### config.mk
export PLATFORM = sky130hd
export DESIGN_NAME = iecdrv_track_head
export DESIGN_NICKNAME = d
export VERILOG_FILES = /design/src/rtl/iecdrv_track_head.sv
export SDC_FILE = /design/constraint.sdc
export NUM_CORES = 1
export LEC_CHECK = 0
export CORE_MARGIN = 5
export CORE_UTILIZATION = 52
export DETAILED_ROUTE_END_ITERATION = 10
export PLACE_DENSITY = 0.9
export SLEW_MARGIN = 20
export SYNTH_ARGS = -nofsm -noshare
export SYNTH_HDL_FRONTEND = slang
export SYNTH_SLANG_ARGS = --single-unit
### constraint.sdc
create_clock -name clk -period 4.78 [get_ports clk]
set_input_delay 0.956 -clock clk [delete_from_list [all_inputs] [get_ports clk]]
set_output_delay 0.956 -clock clk [all_outputs]
set_load 0.05 [all_outputs]
### src/rtl/iecdrv_track_head.sv
// Emulated read/write head: walks the bit port of the GCR track buffer at the zone bit rate,
// assembling bytes and detecting SYNC in read mode and serialising VIA bytes in write mode.
module iecdrv_track_head #(
    parameter int ADDRWIDTH = 13
) (
    input  logic                   clk,
    input  logic                   reset,
    input  logic                   ce,
    input  logic                   mtr,
    input  logic                   mode,
    input  logic [1:0]             speed_zone,
    input  logic                   soe,
    input  logic [ADDRWIDTH+2:0]   track_len,
    input  logic [7:0]             din,
    output logic [7:0]             dout,
    output logic                   byte_ready,
    output logic                   sync_n,
    output logic [ADDRWIDTH+2:0]   mem_addr,
    input  logic                   mem_q,
    output logic                   mem_d,
    output logic                   mem_we
);

    localparam int AW = ADDRWIDTH + 3;

    logic [5:0]    cell_q, cell_d;
    logic [AW-1:0] addr_q, addr_d;
    logic [2:0]    bitcnt_q, bitcnt_d;
    logic [8:0]    win_q, win_d;
    logic [7:0]    wsh_q, wsh_d;
    logic [7:0]    dout_q, dout_d;
    logic          br_q, br_d;
    logic          sync_q, sync_d;
    logic          memd_q, memd_d;
    logic          we_q, we_d;
    logic          mode_q;

    logic [5:0]    limit;
    logic          tick;
    logic          mode_chg;
    logic          adv;
    logic [9:0]    win_next;

    // Cell lengths of 64/60/56/52 ce give compare values 63/59/55/51.
    assign limit    = 6'd63 - {2'b00, speed_zone, 2'b00};
    assign tick     = ce & mtr & (cell_q == limit);
    assign mode_chg = (mode != mode_q);
    // A write holds the old address through its strobe clk, so it advances one clk later.
    assign adv      = (tick & (mode | mode_chg)) | we_q;
    // The stored nine bits plus the incoming bit form the 10-bit SYNC window.
    assign win_next = {win_q, mem_q};

    always_comb begin
        cell_d   = cell_q;
        addr_d   = addr_q;
        bitcnt_d = bitcnt_q;
        win_d    = win_q;
        wsh_d    = wsh_q;
        dout_d   = dout_q;
        br_d     = 1'b0;
        sync_d   = sync_q;
        memd_d   = memd_q;
        we_d     = 1'b0;

        if (ce && mtr) begin
            cell_d = tick ? 6'd0 : cell_q + 6'd1;
        end

        if (adv) begin
            if ((track_len == '0) || (addr_q >= track_len - AW'(1))) begin
                addr_d = '0;
            end else begin
                addr_d = addr_q + AW'(1);
            end
        end

        if (mode_chg) begin
            bitcnt_d = 3'd0;
            win_d    = '0;
            if (!mode) begin
                wsh_d = din;
            end
        end else if (tick && mode) begin
            win_d = win_next[8:0];
            if (&win_next) begin
                sync_d   = 1'b0;
                bitcnt_d = 3'd0;
            end else begin
                sync_d = 1'b1;
                if (bitcnt_q == 3'd7) begin
                    dout_d   = win_next[7:0];
                    br_d     = soe;
                    bitcnt_d = 3'd0;
                end else begin
                    bitcnt_d = bitcnt_q + 3'd1;
                end
            end
        end else if (tick && !mode) begin
            memd_d = wsh_q[7];
            we_d   = 1'b1;
            if (bitcnt_q == 3'd7) begin
                wsh_d    = din;
                br_d     = soe;
                bitcnt_d = 3'd0;
            end else begin
                wsh_d    = {wsh_q[6:0], 1'b0};
                bitcnt_d = bitcnt_q + 3'd1;
            end
        end

        if (!mode) begin
            sync_d = 1'b1;
        end
    end

    always_ff @(posedge clk) begin
        if (reset) begin
            cell_q   <= '0;
            addr_q   <= '0;
            bitcnt_q <= '0;
            win_q    <= '0;
            wsh_q    <= '0;
            dout_q   <= '0;
            br_q     <= 1'b0;
            sync_q   <= 1'b1;
            memd_q   <= 1'b0;
            we_q     <= 1'b0;
            mode_q   <= mode;
        end else begin
            cell_q   <= cell_d;
            addr_q   <= addr_d;
            bitcnt_q <= bitcnt_d;
            win_q    <= win_d;
            wsh_q    <= wsh_d;
            dout_q   <= dout_d;
            br_q     <= br_d;
            sync_q   <= sync_d;
            memd_q   <= memd_d;
            we_q     <= we_d;
            mode_q   <= mode;
        end
    end

    assign dout       = dout_q;
    assign byte_ready = br_q;
    assign sync_n     = sync_q;
    assign mem_addr   = addr_q;
    assign mem_d      = memd_q;
    assign mem_we     = we_q;

endmodule

==> results by group <==
Status
  • Status: finished clean

Run
  • Max-Cap Viols: 0

Timing
  • Setup_tns: 0 ns
  • Final Hold Fails: 0
  • Final setup fails: 0
  • Worst setup margin: between 0.7 and 0.8 ns
  • Hold Worst Slack: 0.461 ns
  • Fmax: around 250 MHz
  • Fin. max-slew vios: 0
  • Tmin final: between 4 and 5 ns
  • RSZ-0062 raised after global routing: no
  • Skew final: 0.00881 ns
  • Relative slew slack: 38.8%
  • Worst-margin pin slew: between 0.9 and 1 ns
  • Fin crit share: between 80% and 90%

Pwr
  • Cell leakage power: ~0.0014 uW
  • Maximum vdd drop: 0.163 mV
  • PwrDens: about 230 nW/um2

Route
  • WL/cell: 14.5 um
  • Pre-Repair DR Iteration Count: 4
  • DR vias: between 2000 and 3000
  • Final antenna-violating net count: 0
  • DR vias/cell: between 5 and 6
  • Routed WL: slightly below 7000 um
  • DR iter-0 viols: 93
  • DRC Markers: 0

GRT
  • Total grt overflow: 0
  • Vias in the first global route: between 2000 and 3000
  • First-pass GRT wire length: between 10000 and 15000 um
  • All-Layer GR Usage: between 10% and 20%
  • Initial antenna violation count: 0
  • Largest net degree at the start of global routing: 28

Yosys
  • Post-Syn Instances: between 300 and 400
  • Synth Warn #: 0
  • Net Count, Synth: between 400 and 500
  • Yosys cell types: 44
  • Seq cells post-synth: 55
  • Synth Area per Inst: around 8.7 um2
  • Mapped Area: around 3000 um2
  • Register area share after synthesis: ~36%

Floorplan
  • Core area: 5570 um2
  • Initial cell density of the core: around 54%
  • Die footprint: between 7000 and 8000 um2
  • Die X: 86.4 um
  • Die Y: 86.4 um
  • Site Rows: 27
  • # IOs: 61

Clocking
  • Clock Latency Late Sink: 0.31 ns
  • Clock Path Buffers: 2
  • # hold bufs at CTS: 0
  • CTS Root Buffer Type: clkbuf_8
  • CTS tree: done
  • # H-tree levels: 2
  • CTS Buf Count: 5
  • Setup repair bufs after CTS: 0
  • Post_cts resized: 0
  • Clock-pin transition on the worst setup and hold timing paths: roughly 0.09 ns
  • CTS sink cnt: 55

Final layout
  • Filler cell count: around 450
  • Ratio of cells with drive above 1 in the final layout: roughly 4.6%
  • Core Util, Final: between 60% and 70%
  • Diodes inserted: 0
  • Synth-to-Final Area Change: 25.9%
  • NumNets Final: 466

Setup path
  • CP max FO: 16
  • Arrival time at the worst endpoint: 4.29 ns
  • Startpoint Class: input pin
  • Setup CP Type: in2reg
  • Critical Path RT: approximately 5 ns
  • Crit. End Element: flip-flop
  • R2R Setup Slk: 2.30 ns

Placed design
  • Post-DP HPWL: around 5200 um
  • Buffers on Ports: 60
  • Pre-CTS setup slack: 0.363 ns
  • Routability Congestion: between 0.8 and 0.9

Hold path
  • Worst min path class: reg2reg
sequential cells by signal (all words and copies together), names as in the netlist:
signal      cells
mem_d           1
mem_addr       16
win_q           9
dout            8
bitcnt_q        3
sync_n          1
mode_q          1
cell_q          6
byte_ready      1
wsh_q           8
mem_we          1
cells in the final DEF, fill, tap and decap left out, types with 4 or more instances in the layout:
cell and instances:
o211ai_1 5, or3_1 10, mux2i_1 16, clkdlybuf4s50_1 60, nand2_1 26, ha_1 24
inv_1 6, xor2_1 21, and3_1 8, nand4_1 4, xnor2_1 12, a21oi_1 28
o2111ai_1 5, clkbuf_8 5, nor2_1 38, o21ai_0 15, dfxtp_1 55, nand3_1 15
buf_4 7, nor3_1 14
layout make-up:
cell class | instances | area, um2 | share of cell area (%)
well taps | 72 | 90.1 | 2.36
repair buffers | 67 | 653 | 17.1
flip-flops and latches | 55 | 1100 | 28.8
inverters | 6 | 22.5 | 0.590
clock buffers | 6 | 72.6 | 1.90
multi-input cells | 274 | 1850 | 48.4
clock inverters | 1 | 30.0 | 0.786
through the flow:
| stage | cells | power, uW | cell area [um2] |
|---|---|---|---|
| floorplan | 350 | 528 | 3030 |
| global placement | 474 | 572 | 3720 |
| detailed placement | 474 | 575 | 3720 |
| CTS | 481 | 866 | 3820 |
| global route | 481 | 892 | 3820 |
| finish | 481 | 864 | 3820 |
worst paths after layout:
kind                startpoint           end  cells after the start
hold / removal        win_q[8]      win_q[8]                      2
setup reg to reg     cell_q[0]       dout[4]                      6
setup / recovery  track_len[6]  mem_addr[15]                     12
hold reg to reg       win_q[8]      win_q[8]                      2
critical path, stage by stage:
cell and delay, ns:
clkdlybuf4s50_1 0.48, nor4_1 0.50, and3_1 0.29, nand2_1 0.08
xor2_1 0.14, ha_1 0.31, nand4_1 0.14, or3_1 0.40
or4_1 0.51, a31oi_1 0.17, buf_4 0.23, nor2_1 0.07
where the power goes:
group          switching, uW  internal [uW]
registers               2.87            463
logic                   48.2           50.6
clock network            145            154
Yosys cell counts (all sizes together):
library cell	n	share of area [%]
or2	1	0.21
or4	3	0.87
and3	8	1.7
o41a	1	0.37
a32oi	1	0.29
a31oi	1	0.21
inv	6	0.74
nor2b	1	0.21
a22oi	2	0.49
a21oi	28	4.6
o2111ai	5	1.4
nand3	15	2.5
o21a	1	0.25
nand2	26	3.2
o211ai	5	1.2
a311oi	1	0.29
o21ai	15	2.5
ha	24	9.9
a211oi	1	0.25
and4	3	0.87
nand3b	2	0.49
xor2	21	6.1
nor4	5	1.7
nand4	4	0.82
clkbuf	10	1.2
nor2	38	4.7
nand2b	3	0.62
nor3	14	2.3
or3	10	2.1
nor4b	1	0.29
dfxtp	55	36
xnor2	12	3.5
buf	5	0.91
a2111oi	2	0.58
or4b	1	0.33
mux2i	16	5.3
and2	1	0.21
o31ai	1	0.25
o221ai	1	0.29
layer usage:
layer	wire (um)	vias up	track usage, %
li1	-	1376	-
met1	3100	1268	24.8
met2	3380	77	33.9
met3	357	7	3.52
met4	119	0	6.52
met5	0	-	0
kinds of logic after synthesis:
| family | share of synthesized area, % |
|---|---|
| simple gates | 23.1 |
| compound gates | 13.0 |
| fa+ha+maj | 9.90 |
| buf+inv | 2.89 |
| flops | 36.3 |
| xor+xnor | 9.53 |
| mux | 5.28 |
No activity file was read; power rests on OpenSTA's default activity.
